<file path="config.mk">
export PLATFORM = sky130hd
export DESIGN_NAME = axis_iq16_dma_packer
export DESIGN_NICKNAME = d
export VERILOG_FILES = /design/src/rtl/axis_iq16_dma_packer.sv
export SDC_FILE = /design/constraint.sdc
export NUM_CORES = 1
export LEC_CHECK = 0
export ABC_CLOCK_PERIOD_IN_PS = 3350
export CAP_MARGIN = 20
export CORE_MARGIN = 4
export CORE_UTILIZATION = 51
export CTS_CLUSTER_SIZE = 28
export DETAILED_ROUTE_END_ITERATION = 6
export PLACE_DENSITY = 0.79
export REMOVE_ABC_BUFFERS = 1
export SYNTH_ARGS = -nofsm -noshare
export SYNTH_HDL_FRONTEND = slang
export SYNTH_SLANG_ARGS = --single-unit
</file>
<file path="constraint.sdc">
create_clock -name aclk -period 3.35 [get_ports aclk]
set_input_delay 0.67 -clock aclk [delete_from_list [all_inputs] [get_ports aclk]]
set_output_delay 0.67 -clock aclk [all_outputs]
set_load 0.03 [all_outputs]
</file>
<file path="src/rtl/axis_iq16_dma_packer.sv">
// axis_iq16_dma_packer
// Packs two consecutive 16-bit {I,Q} pairs into one 32-bit AXIS word, with the
// first pair in the low half. Words are grouped into DMA packets of FRAME_WORDS
// words. An upstream tlast closes the current packet early. If tlast arrives on
// the low pair of a word, that word goes out as a half word with tkeep=4'h3.
// There is one registered output stage with full backpressure, so no pair is
// ever dropped.

module axis_iq16_dma_packer #(
  parameter int unsigned FRAME_WORDS = 256
) (
  input  logic        aclk,
  input  logic        areset,
  input  logic [15:0] s_axis_tdata,
  input  logic        s_axis_tvalid,
  output logic        s_axis_tready,
  input  logic        s_axis_tlast,
  output logic [31:0] m_axis_tdata,
  output logic [3:0]  m_axis_tkeep,
  output logic        m_axis_tvalid,
  input  logic        m_axis_tready,
  output logic        m_axis_tlast,
  output logic [15:0] frame_count
);

  localparam int unsigned PAIR_W = 16;
  localparam int unsigned WORD_W = 32;
  localparam int unsigned KEEP_W = 4;
  localparam int unsigned CNT_W  = 16;

  localparam logic [CNT_W-1:0]  LAST_IDX  = CNT_W'(FRAME_WORDS - 1);
  localparam logic [KEEP_W-1:0] KEEP_FULL = 4'hF;
  localparam logic [KEEP_W-1:0] KEEP_HALF = 4'h3;

  typedef enum logic {
    S_LO = 1'b0,
    S_HI = 1'b1
  } state_t;

  state_t              state;
  logic [PAIR_W-1:0]   lo_reg;
  logic [CNT_W-1:0]    word_cnt;

  logic                out_free;
  logic                in_hs;
  logic                out_hs;
  logic                frame_end;

  // Output stage can take a new word when empty or draining this cycle
  assign out_free      = !m_axis_tvalid || m_axis_tready;
  assign s_axis_tready = out_free;
  assign in_hs         = s_axis_tvalid && out_free;
  assign out_hs        = m_axis_tvalid && m_axis_tready;

  // A full word closes the packet on upstream tlast or on the last word slot
  assign frame_end     = s_axis_tlast || (word_cnt == LAST_IDX);

  // Pair-collection FSM and the output register stage
  always_ff @(posedge aclk or posedge areset) begin
    if (areset) begin
      state         <= S_LO;
      lo_reg        <= '0;
      word_cnt      <= '0;
      m_axis_tdata  <= '0;
      m_axis_tkeep  <= '0;
      m_axis_tvalid <= 1'b0;
      m_axis_tlast  <= 1'b0;
    end else begin
      // The word currently on the output is consumed. A load below overrides this.
      if (out_hs) begin
        m_axis_tvalid <= 1'b0;
      end

      if (in_hs) begin
        case (state)
          S_LO: begin
            if (s_axis_tlast) begin
              // A lone low pair closes the packet as a half word
              m_axis_tdata  <= {PAIR_W'(0), s_axis_tdata};
              m_axis_tkeep  <= KEEP_HALF;
              m_axis_tlast  <= 1'b1;
              m_axis_tvalid <= 1'b1;
              word_cnt      <= '0;
              state         <= S_LO;
            end else begin
              lo_reg        <= s_axis_tdata;
              state         <= S_HI;
            end
          end
          S_HI: begin
            m_axis_tdata  <= WORD_W'({s_axis_tdata, lo_reg});
            m_axis_tkeep  <= KEEP_FULL;
            m_axis_tlast  <= frame_end;
            m_axis_tvalid <= 1'b1;
            word_cnt      <= frame_end ? '0 : word_cnt + CNT_W'(1);
            state         <= S_LO;
          end
          default: begin
            state <= S_LO;
          end
        endcase
      end
    end
  end

  // Completed-packet counter, wraps silently
  always_ff @(posedge aclk or posedge areset) begin
    if (areset) begin
      frame_count <= '0;
    end else if (out_hs && m_axis_tlast) begin
      frame_count <= frame_count + CNT_W'(1);
    end
  end

endmodule
</file>
## After elaboration in Yosys (flattened, before gate mapping)

Cells that the tools add are included.
W data, S select, Z words.

| cells by class | value |
|---|---|
| bitwise gates (word level) | 2 |
| $add $sub $neg | 2 |
| equal/unequal tests | 2 |
| muxes and demuxes | 15 |
| reduce and logical (&&, ||, !) cells | 8 |

Operators with widths:

| cell | count |
|---|---|
| $pmux W32 S2 | 1 |
| $add A16 B1 Y16 const B | 2 |
| $mux W16 | 2 |
| $mux W32 | 1 |
| $pmux W16 S2 | 1 |
| $eq A16 B8 Y1 const B | 1 |
| $pmux W4 S2 | 1 |
| $pmux W1 S2 | 3 |
| $mux W1 | 5 |
| $mux W4 | 1 |
| $logic_and A1 B1 Y1 | 3 |
| $reduce_and A3 Y1 | 1 |
| $logic_or A1 B1 Y1 | 2 |
| $ne A2 B2 Y1 const B | 1 |
| $not A1 Y1 | 2 |
| $reduce_and A2 Y1 | 1 |
| $logic_not A1 Y1 | 1 |

| word-level totals | value |
|---|---|
| input bits | 21 |
| register bits after elaboration | 87 |
| logic and storage cells | 37 |

## Longest topological paths before layout

Gate-level depths: netlist (run 1).

| logic depth | value |
|---|---|
| word-level depth | 5 |
| depth in mapped cells | 7 |
| gate-level depth less buffers | 5 |

## Worst setup path before layout (run 1)

Ideal clock, no wire load.

| timing | value |
|---|---|
| path kind | input port to flip-flop |
| start point | in m_axis_tready |
| end point | reg lo_reg[0] |
| stages | 7 |
| path buffers | 3 |
| setup slack | 1.275 ns |
| arrival | 1.950 ns |
| required time | 3.225 ns |
| setup time | 0.125 ns |
| cells stage by stage | nand2b_1 buf_4 and2_1 buf_2 nand2_2 buf_4 mux2_2 |

| between the ends | value |
|---|---|
| word-level cells in the longest chain between the ends | 3 |

Ends and longest elaborated chain:

| what | RTL line | text |
|---|---|---|
| start, declared | 21 | `input logic m_axis_tready,` |
| $logic_or A1 B1 Y1 | 50 | `assign out_free = !m_axis_tvalid \|\| m_axis_tready;` |
| net s_axis_tready | 16 | `output logic s_axis_tready,` |
| $logic_and A1 B1 Y1 | 52 | `assign in_hs = s_axis_tvalid && out_free;` |
| $reduce_and A3 Y1 (no line) | -- |  |
| end signal, assigned | 86 | `lo_reg <= s_axis_tdata;` |
| end, declared | 41 | `logic [PAIR_W-1:0] lo_reg;` |

The timed path passes the listed nets, and every way through them passes these cells.
A chain may end at the register's enable or synchronous reset.

## Final worst setup path (run 1)

| timing | value |
|---|---|
| start point | in m_axis_tready |
| end point | out s_axis_tready |

| between the ends | value |
|---|---|
| word-level cells in the longest chain between the ends | 1 |

Ends and longest elaborated chain:

| what | RTL line |
|---|---|
| $logic_or A1 B1 Y1 | 50 |
| end, declared | 16 |

Every way passes these cells.

==> results of run 1 <==
[final cells by class]
class,instances,share of cell area
timing repair buffer,80,0.168
clock inverter,4,0.0155
tap,96,0.0253
inverter,2,0.00184
clock buffer,10,0.0289
sequential,85,0.447
multi-input combinational,205,0.313
[routing by layer]
metal / up-vias / part of all wire / global-route usage
met4: 0 / 0.0091 / 0.0674
met3: 7 / 0.050 / 0.0370
met1: 1373 / 0.43 / 0.259
met5: - / 0 / 0
met2: 60 / 0.51 / 0.322
li1: 1281 / - / -
[cell usage in the layout (no fill, tap or decap), types with 2 or more instances in the layout]
master,instances
dfrtp_1,85
nand3_1,10
and3_1,5
mux2_2,17
clkdlybuf4s50_1,75
o21a_1,2
bufinv_16,2
and4_1,2
or4_1,8
xor2_1,13
nand2_1,27
a22oi_1,9
o21ai_0,18
nand4_1,10
buf_4,4
ha_1,2
and4_2,2
clkbuf_8,10
xnor2_1,7
a21oi_1,6
clkinv_2,2
o31ai_1,7
a22o_1,17
nor2_1,6
nor3_1,3
and2_1,3
nand2b_1,2
mux2i_1,17
[worst paths after layout]
| path | start | endpoint | cells after the start |
|---|---|---|---|
| setup / recovery | m_axis_tready | s_axis_tready | 3 |
| hold / removal | frame_count[15] | frame_count[15] | 1 |
| setup reg to reg | word_cnt[8] | word_cnt[14] | 4 |
| hold reg to reg | frame_count[15] | frame_count[15] | 1 |
| max in group asynchronous | areset | lo_reg[15] | 3 |
| min in group asynchronous | areset | frame_count[14] | 2 |
[metrics by stage]
step	setup slack (ns)	power, mW	utilization	hold WS (ns)	cells
2_1_floorplan	0.487	2.02	-	0.479	292
5_1_grt	0.687	3.40	0.685	0.498	482
3_3_place_gp	0.730	2.44	0.654	0.457	468
3_5_place_dp	0.718	2.48	0.654	0.471	468
4_1_cts	0.715	3.25	0.685	0.488	482
6_report	0.721	3.22	0.685	0.474	482
[power by group through the flow]
stage	logic [mW]	clock network, mW	registers (mW)
finish	1.05	0.772	1.40
global route	1.12	0.841	1.44
CTS	1.06	0.786	1.40
detailed placement	1.06	0	1.42
global placement	1.03	0	1.41
floorplan	0.312	0	1.71
[logic make-up (layout without fill, tap and decap cells)]
kind of cell	count (synthesis)	count (layout)	share of synthesized area
muxes	34	34	0.0967
buffers and inverters	22	96	0.0335
xor gates and xnor gates	20	20	0.0469
and+or+nand+nor	86	86	0.129
DFF	85	85	0.569
adders and majority gates	2	2	0.00669
AOI/OAI and AO/OA	63	63	0.118
[cells in the mapped netlist (2+ instances only)]
cell type and number:
or4_1 8, buf_4 5, buf_2 4, and3_1 5, a21oi_1 6, mux2_2 17
nand2b_1 2, mux2i_1 17, dfrtp_1 85, clkbuf_1 8, o21ai_0 18, xor2_1 13
and4_1 2, and2_1 3, nand2_1 27, ha_1 2, nand3_1 10, nor2_1 6
xnor2_1 7, a22oi_1 9, and4_2 2, o31ai_1 7, nand4_1 10, o21a_1 2
nor3_1 3, inv_1 2, a22o_1 17
[critical path: cells and delay by family]
kind	cells	cell delay, ns
buf+inv	2	1.15
simple gates	1	0.13
==> out/qor.csv, run 1 <==
metric,value,unit
outcome,"complete, no violations",
clk_latency,0.34,ns
reg2reg_slack,1.37,ns
cp.arrival,1.96,ns
maxSlewHeadroom,0.479,
grt_overflow,0,
grt_antenna_before_repair,0,
clock-sinks,85,
drv_slew,0,
grt_usage,0.195,
sequentialPowerShare,0.435,
nNetsFinal,406,
io_buffer_count,75,
ios,76,
crit_path_end_kind,output port,
top_register,m_axis_tdata,
drv_cap,0,
hold_viol,0,
chipHeight,93.6,um
pwr-share-clk,0.239,
ys_ff_latch,85,
dieWidth,93.6,um
crit_type,input pin to output port,
initial_core_util,0.538,
synth_edf_count,0,
drc,0,
wl_per_cell,16.3,um
cts_buffer_depth,2,
hold_path.class,register to register,
seq_area,2130,um^2
ctsResizeCount,0,
ant_nets,0,
p_leak,2.12,nW
num_antenna_cells,0,
switchingPower,1.07,mW
crit_fanout,3,
syn_to_final_growth,27.2,%
syn_avg_cell_area,12.0,um^2
slowest_stage,clkdlybuf4s50_1,
multi_input_area,1490,um^2
gp_congestion,0.801,
cell_internal_pwr,2.16,mW
wl,7870,um
synth.distinct_cells,42,
async_flop_share,1.00,
power.density,678,nW/um^2
clock.fmax,380,MHz
place_area,4540,um^2
peakVddDrop,0.000323,V
ctsHoldBuffers,0,
postLayoutCellArea,4750,um^2
tns,0,ns
cts_made_buffers,9,
post_cts_buffers,0,
synth_area_leaders,"dfrtp_1 57%, mux2_2 5.1%, mux2i_1 4.6%",
startpoint_type,input pin,
die_area,8760,um^2
crit_chain,clkdlybuf4s50_1 > nand2b_1 > clkdlybuf4s50_1,
grt_setup_unrepaired,false,
switching_share,0.331,
synth_top_flop_cell,dfrtp_1,
syn_area,3740,um^2
cts_max_level,3,
critPathRequiredTime,2.68,ns
cpPeakStageDelay,0.67,ns
pwr-share-comb,0.325,
max_slew.worst_pin.slew,0.782,ns
first_pass_iters,6,
core-area,6940,um^2
nFillCells,525,
yosysTopAreaCell,dfrtp_1,
drive_above_1_share,0.117,
grt_max_degree,54,
postSynthCellCount,312,
clk_pin_slew_worst_paths,0.09,ns
grt_pass1_wl,13500,um
drt-vias-per-instance,5.65,
ys_warn_count,0,
path_common_cell,clkdlybuf4s50_1,
drt_iter0_drc,130,
setup_viol,0,
synth_top_area_share,0.569,
post-route-min-period,2.63,ns
fin_worst_skew,0.0117,ns
rows,30,
hpwl,5440,um
grt_pass1_vias,2741,
synth_seq_area_share,0.569,
period_share,0.785,
root_buffer,clkbuf_8,
vias,2721,
largest_reg_flops,32,
cts_tree,yes,
(Power assumes the default switching activity.)
==> run 2: changes to the inputs <==
ABC_CLOCK_PERIOD_IN_PS = 2550   (was 3350)
clock period = 2.55 ns   (was 3.35 ns; I/O delays follow)
==> run 2 against run 1 <==
Combinational power rose by 31%. Die area did not move. Sequential cell count did not move. Global-route usage rose by 0.50 points. Clock power rose by 49%. Critical endpoint is now word_cnt[0]. Critical path type is now input pin to register. Cell count rose by 1.0%. Core utilization rose by 0.94 points. Critical path depth rose by 2. Sequential share of layout area fell by 0.60 points.
==> out/qor.csv, run 2 (synthesized netlist as in run 1, its figures left out) <==
metric,value,unit,change
critPathBufInv,2,,unchanged
cts_made_buffers,9,,unchanged
drc,0,,unchanged
place_ws,0.0862,ns,was 0.718 ns
critPathRequiredTime,2.84,ns,was 2.68 ns
p_leak,2.16,nW,was 2.12 nW
max_slew.worst_pin.slew,0.759,ns,was 0.782 ns
ant_nets,0,,unchanged
grt_max_degree,56,,was 54
place_area,4580,um^2,was 4540 um^2
min_path_cells,1,,unchanged
gp_congestion,0.791,,was 0.801
chipHeight,93.6,um,unchanged
wl,8020,um,was 7870 um
drt_iter0_drc,156,,was 130
cts_buffer_depth,2,,unchanged
top_register,m_axis_tdata,,unchanged
cts_tree,yes,,unchanged
drv_cap,0,,unchanged
drive_above_1_share,0.130,,was 0.117
nFillCells,522,,was 525
period_share,0.815,,
setup_viol,0,,unchanged
holdWs,0.474,ns,about the same
rows,30,,unchanged
maxSlewHeadroom,0.494,,was 0.479
cts_max_level,3,,unchanged
post-route-min-period,2.08,ns,
postLayoutCellArea,4820,um^2,was 4750 um^2
outcome,"complete, no violations",,unchanged
r2r_cells,4,,unchanged
cpLargestDelayFamily,simple AND/OR/NAND/NOR gates,,was buffers and inverters
die_area,8760,um^2,unchanged
crit_path_end,word_cnt[0],,was s_axis_tready
ctsResizeCount,0,,unchanged
cp.arrival,2.37,ns,was 1.96 ns
num_antenna_cells,0,,unchanged
reg2reg_slack,0.53,ns,was 1.37 ns
grt_usage,0.200,,was 0.195
grt_setup_unrepaired,false,,unchanged
finalNonFillerCells,487,,was 482
tns,0,ns,unchanged
drv_slew,0,,unchanged
grt_overflow,0,,unchanged
hpwl,5430,um,was 5440 um
syn_to_final_growth,28.9,%,was 27.2%
cpPeakStageDelay,0.66,ns,was 0.67 ns
peakVddDrop,0.000463,V,was 0.000323 V
io_buffer_count,75,,unchanged
wl_per_cell,16.5,um,was 16.3 um
initial_core_util,0.538,,unchanged
dp.cells,471,,was 468
hold_viol,0,,unchanged
vias,2750,,was 2721
dieWidth,93.6,um,unchanged
grt_pass1_wl,13800,um,was 13500 um
crit_chain,clkdlybuf4s50_1 > nand2b_1 > buf_4 > and3_1 > a32o_1,,was clkdlybuf4s50_1 > nand2b_1 > clkdlybuf4s50_1
cp.depth,5,,was 3
startpoint_type,input pin,,unchanged
fin_util,0.694,,was 0.685
fin_worst_skew,0.00754,ns,was 0.0117 ns
root_buffer,clkbuf_8,,unchanged
layout_commonest_cell,dfrtp_1,,unchanged
crit_fanout,18,,was 3
mostFrequentLayoutCells,"85 x dfrtp_1, 74 x clkdlybuf4s50_1, 27 x nand2_1, 18 x o21ai_0",,"was 85 x dfrtp_1, 75 x clkdlybuf4s50_1, 27 x nand2_1, 18 x o21ai_0"
clk_pin_slew_worst_paths,0.09,ns,about the same
slowest_stage,and3_1,,was clkdlybuf4s50_1
crit_type,input pin to register,,was input pin to output port
crit-reg2reg-launch,state,,was word_cnt[8]
hold_path.class,register to register,,unchanged
first_pass_iters,4,,was 6
ios,76,,unchanged
largest_reg_flops,32,,unchanged
clk_latency,0.35,ns,was 0.34 ns
clock.fmax,481,MHz,
critPathLaunch,m_axis_tready,,unchanged
ctsHoldBuffers,0,,unchanged
core-area,6940,um^2,unchanged
nNetsFinal,409,,was 406
post_cts_buffers,0,,unchanged
r2r_end,word_cnt[15],,was word_cnt[14]
grt_pass1_vias,2752,,was 2741
grt_antenna_before_repair,0,,unchanged
finalPower,4.38,mW,was 3.22 mW
power.density,910,nW/um^2,was 678 nW/um^2
crit_path_end_kind,register,,was output port
setup_ws,0.472,ns,was 0.721 ns
clock-sinks,85,,unchanged
drt-vias-per-instance,5.65,,about the same
run 2: how the worst min path moves through the flow:
stage / from / to
after floorplan: lo_reg[0] / lo_reg[0]
after global placement: frame_count[15] / frame_count[15]
after detailed placement: frame_count[15] / frame_count[15]
after CTS: frame_count[15] / frame_count[15]
after global routing: frame_count[15] / frame_count[15]
final: frame_count[15] / frame_count[15]
run 2: cell type report:
type / count / area [um^2] / share of cell area
clock buffers: 9 / 124 / 0.0257
clock inverters: 7 / 120 / 0.0249
inverters: 2 / 8.76 / 0.00182
multi-input cells: 205 / 1490 / 0.308
flip-flops and latches: 85 / 2130 / 0.441
well taps: 96 / 120 / 0.0249
repair buffers: 83 / 833 / 0.173
run 2: power by group:
group / switching (mW) / internal, mW / leakage, nW
logic: 0.758 / 0.627 / 0.949
clock network: 0.490 / 0.656 / 0.120
registers: 0.209 / 1.65 / 1.09
run 2: worst reg2reg max path: cells and delay by family, from the launching register on:
| family | cells | cell delay [ns] |
|---|---|---|
| AND/OR/NAND/NOR | 2 | 0.84 |
| flip-flops | 1 | 0.66 |
| AO/OA/AOI/OAI | 2 | 0.45 |
run 2: per-layer routing:
metal / vias to the layer above / routed length, um / track usage
met5: - / 0 / 0
met4: 0 / 113 / 0.0662
met3: 14 / 400 / 0.0475
met2: 69 / 4090 / 0.319
met1: 1380 / 3420 / 0.271
li1: 1287 / - / -
==> run 3: changes to the inputs <==
ABC_CLOCK_PERIOD_IN_PS = 1800   (was 2550)
CORE_UTILIZATION = 46   (was 51)
PLACE_DENSITY = 0.76   (was 0.79)
clock period = 1.8 ns   (was 2.55 ns; I/O delays follow)
==> run 3 against run 2 <==
First-iteration DRC count is 5.1% higher. Sequential share of layout area is 1.9 points lower. Routed wire length is 2.4% higher. Core utilization is 4.9 points lower. Clock power is 16% higher. Sequential power is 41% higher. Critical path type is now register to register. Critical endpoint is now word_cnt[13]. Highest routed layer unchanged.
==> out/qor.csv, run 3 (synthesized netlist as in run 1, its figures left out) <==
metric,value,unit,change
outcome,"complete, no violations",,unchanged
top_register,m_axis_tdata,,unchanged
place_ws,-0.314,ns,was 0.0862 ns
drc,0,,unchanged
grt_pass1_vias,2659,,was 2752
critPathLaunch,word_cnt[12],,was m_axis_tready
cts_max_level,3,,unchanged
cts_made_buffers,9,,unchanged
tns,0,ns,unchanged
die_area,9630,um^2,was 8760 um^2
ant_nets,0,,unchanged
slowest_stage,or4_4,,was and3_1
drt-vias-per-instance,5.48,,was 5.65
post_cts_buffers,0,,unchanged
cts_tree,yes,,unchanged
nNetsFinal,427,,was 409
post-route-min-period,1.77,ns,
first_pass_iters,4,,unchanged
ios,76,,unchanged
p_leak,2.45,nW,was 2.16 nW
crit_fanout,8,,was 18
finalPower,5.91,mW,was 4.38 mW
cts_buffer_depth,2,,unchanged
startpoint_type,register,,was input pin
clk_latency,0.34,ns,was 0.35 ns
layout_commonest_cell,dfrtp_1,,unchanged
sequentialPowerShare,0.441,,was 0.423
drv_cap,0,,unchanged
clock.fmax,564,MHz,
drt_iter0_drc,164,,was 156
pwr-share-clk,0.225,,was 0.261
critPathRequiredTime,2.02,ns,was 2.84 ns
hold_viol,0,,unchanged
wl,8210,um,was 8020 um
mostFrequentLayoutCells,"85 x dfrtp_1, 45 x clkdlybuf4s50_1, 27 x nand2_1, 22 x buf_4, 18 x o21ai_0",,"was 85 x dfrtp_1, 74 x clkdlybuf4s50_1, 27 x nand2_1, 18 x o21ai_0"
crit_type,register to register,,was input pin to register
pwr-share-comb,0.334,,was 0.316
gp_congestion,0.850,,was 0.791
root_buffer,clkbuf_8,,unchanged
chipHeight,98.2,um,was 93.6 um
crit_chain,or4_4 > nor3b_4 > a41o_4 > a22oi_2,,was clkdlybuf4s50_1 > nand2b_1 > buf_4 > and3_1 > a32o_1
crit-reg2reg-launch,word_cnt[12],,was state
holdWs,0.304,ns,was 0.474 ns
io_buffer_count,75,,unchanged
grt_setup_unrepaired,true,,was false
crit_path_end_kind,register,,unchanged
clock-sinks,85,,unchanged
grt_overflow,0,,unchanged
largest_reg_flops,32,,unchanged
fin_worst_skew,0.0111,ns,was 0.00754 ns
hold_path.class,input pin to asynchronous set/reset pin,,was register to register
setup_ws,0.0268,ns,was 0.472 ns
rows,32,,was 30
ctsHoldBuffers,0,,unchanged
dieWidth,98.2,um,was 93.6 um
vias,2795,,was 2750
maxSlewHeadroom,0.724,,was 0.494
cpLargestDelayFamily,simple AND/OR/NAND/NOR gates,,unchanged
switching_share,0.341,,was 0.332
initial_core_util,0.479,,was 0.538
grt_pass1_wl,13700,um,was 13800 um
clk_pin_slew_worst_paths,0.09,ns,about the same
grt_max_degree,51,,was 56
num_antenna_cells,0,,unchanged
drive_above_1_share,0.191,,was 0.130
wl_per_cell,16.1,um,was 16.5 um
cpPeakStageDelay,0.56,ns,was 0.66 ns
max_slew.worst_pin.slew,0.410,ns,was 0.759 ns
cell_internal_pwr,3.90,mW,was 2.93 mW
power.density,1170,nW/um^2,was 910 nW/um^2
critPathBufInv,0,,was 2
switchingPower,2.02,mW,was 1.46 mW
hpwl,5660,um,was 5430 um
core-area,7810,um^2,was 6940 um^2
peakVddDrop,0.000719,V,was 0.000463 V
grt_usage,0.174,,was 0.200
setup_viol,0,,unchanged
syn_to_final_growth,34.7,%,was 28.9%
cp.arrival,2.00,ns,was 2.37 ns
period_share,0.985,,
grt_antenna_before_repair,0,,unchanged
drv_slew,0,,unchanged
[run 3: changes by cell type in the layout (fill, tap and decap cells not counted), moves of 3 or more]
| cell | delta |
|---|---|
| a22oi_1 | -3 |
| buf_4 | +15 |
| a21oi_2 | +5 |
| a21oi_1 | -5 |
| clkdlybuf4s50_1 | -29 |
| dlymetal6s2s_1 | +15 |
| dlygate4sd2_1 | +14 |
| a22oi_2 | +3 |
[run 3: area by class of cell]
type                       count  area [um^2]
clock buffer                  12          145
clock inverter                 3         46.3
fill                         624         2770
inverter                       2         8.76
multi-input combinational    206         1570
sequential                    85         2130
tap                          102          128
timing repair buffer         100         1010
[run 3: stage by stage]
step	cells	util	area, um^2
final	510	0.645	5030
after detailed placement	494	0.607	4740
after floorplan	292	-	3620
after CTS	509	0.630	4920
after global placement	494	0.607	4740
after global routing	510	0.645	5030
[run 3: worst paths after layout]
path	to	slack (ns)	cells past startpoint
worst min register to register	frame_count[15]	0.47	1
min in group aclk	frame_count[15]	0.47	1
worst max-delay path	word_cnt[13]	0.03	4
worst min-delay path	frame_count[3]	0.30	2
max in group asynchronous	lo_reg[7]	0.95	3
worst max register to register	word_cnt[13]	0.03	4
[run 3: routing by layer]
metal  part of all wire  up-vias  track usage
met4              0.022        0       0.0746
met2               0.49       76        0.265
met5                  0        -            0
li1                   -     1323            -
met1               0.44     1377        0.243
met3              0.049       19       0.0364
[run 3: what timing repair did]
action                     4_1_cts  5_1_grt
cloned                           0        1
setup endpoints to repair       30       31
resized for setup               15       29
pin swaps                        0       12
[run 3: power by group through the flow]
stage / Clock, mW / Sequential [mW] / Combinational [mW]
after CTS: 1.36 / 2.61 / 1.99
after global routing: 1.45 / 2.67 / 2.11
after global placement: 0 / 2.62 / 1.98
after floorplan: 0 / 3.18 / 0.581
after detailed placement: 0 / 2.65 / 2.02
final: 1.33 / 2.61 / 1.98
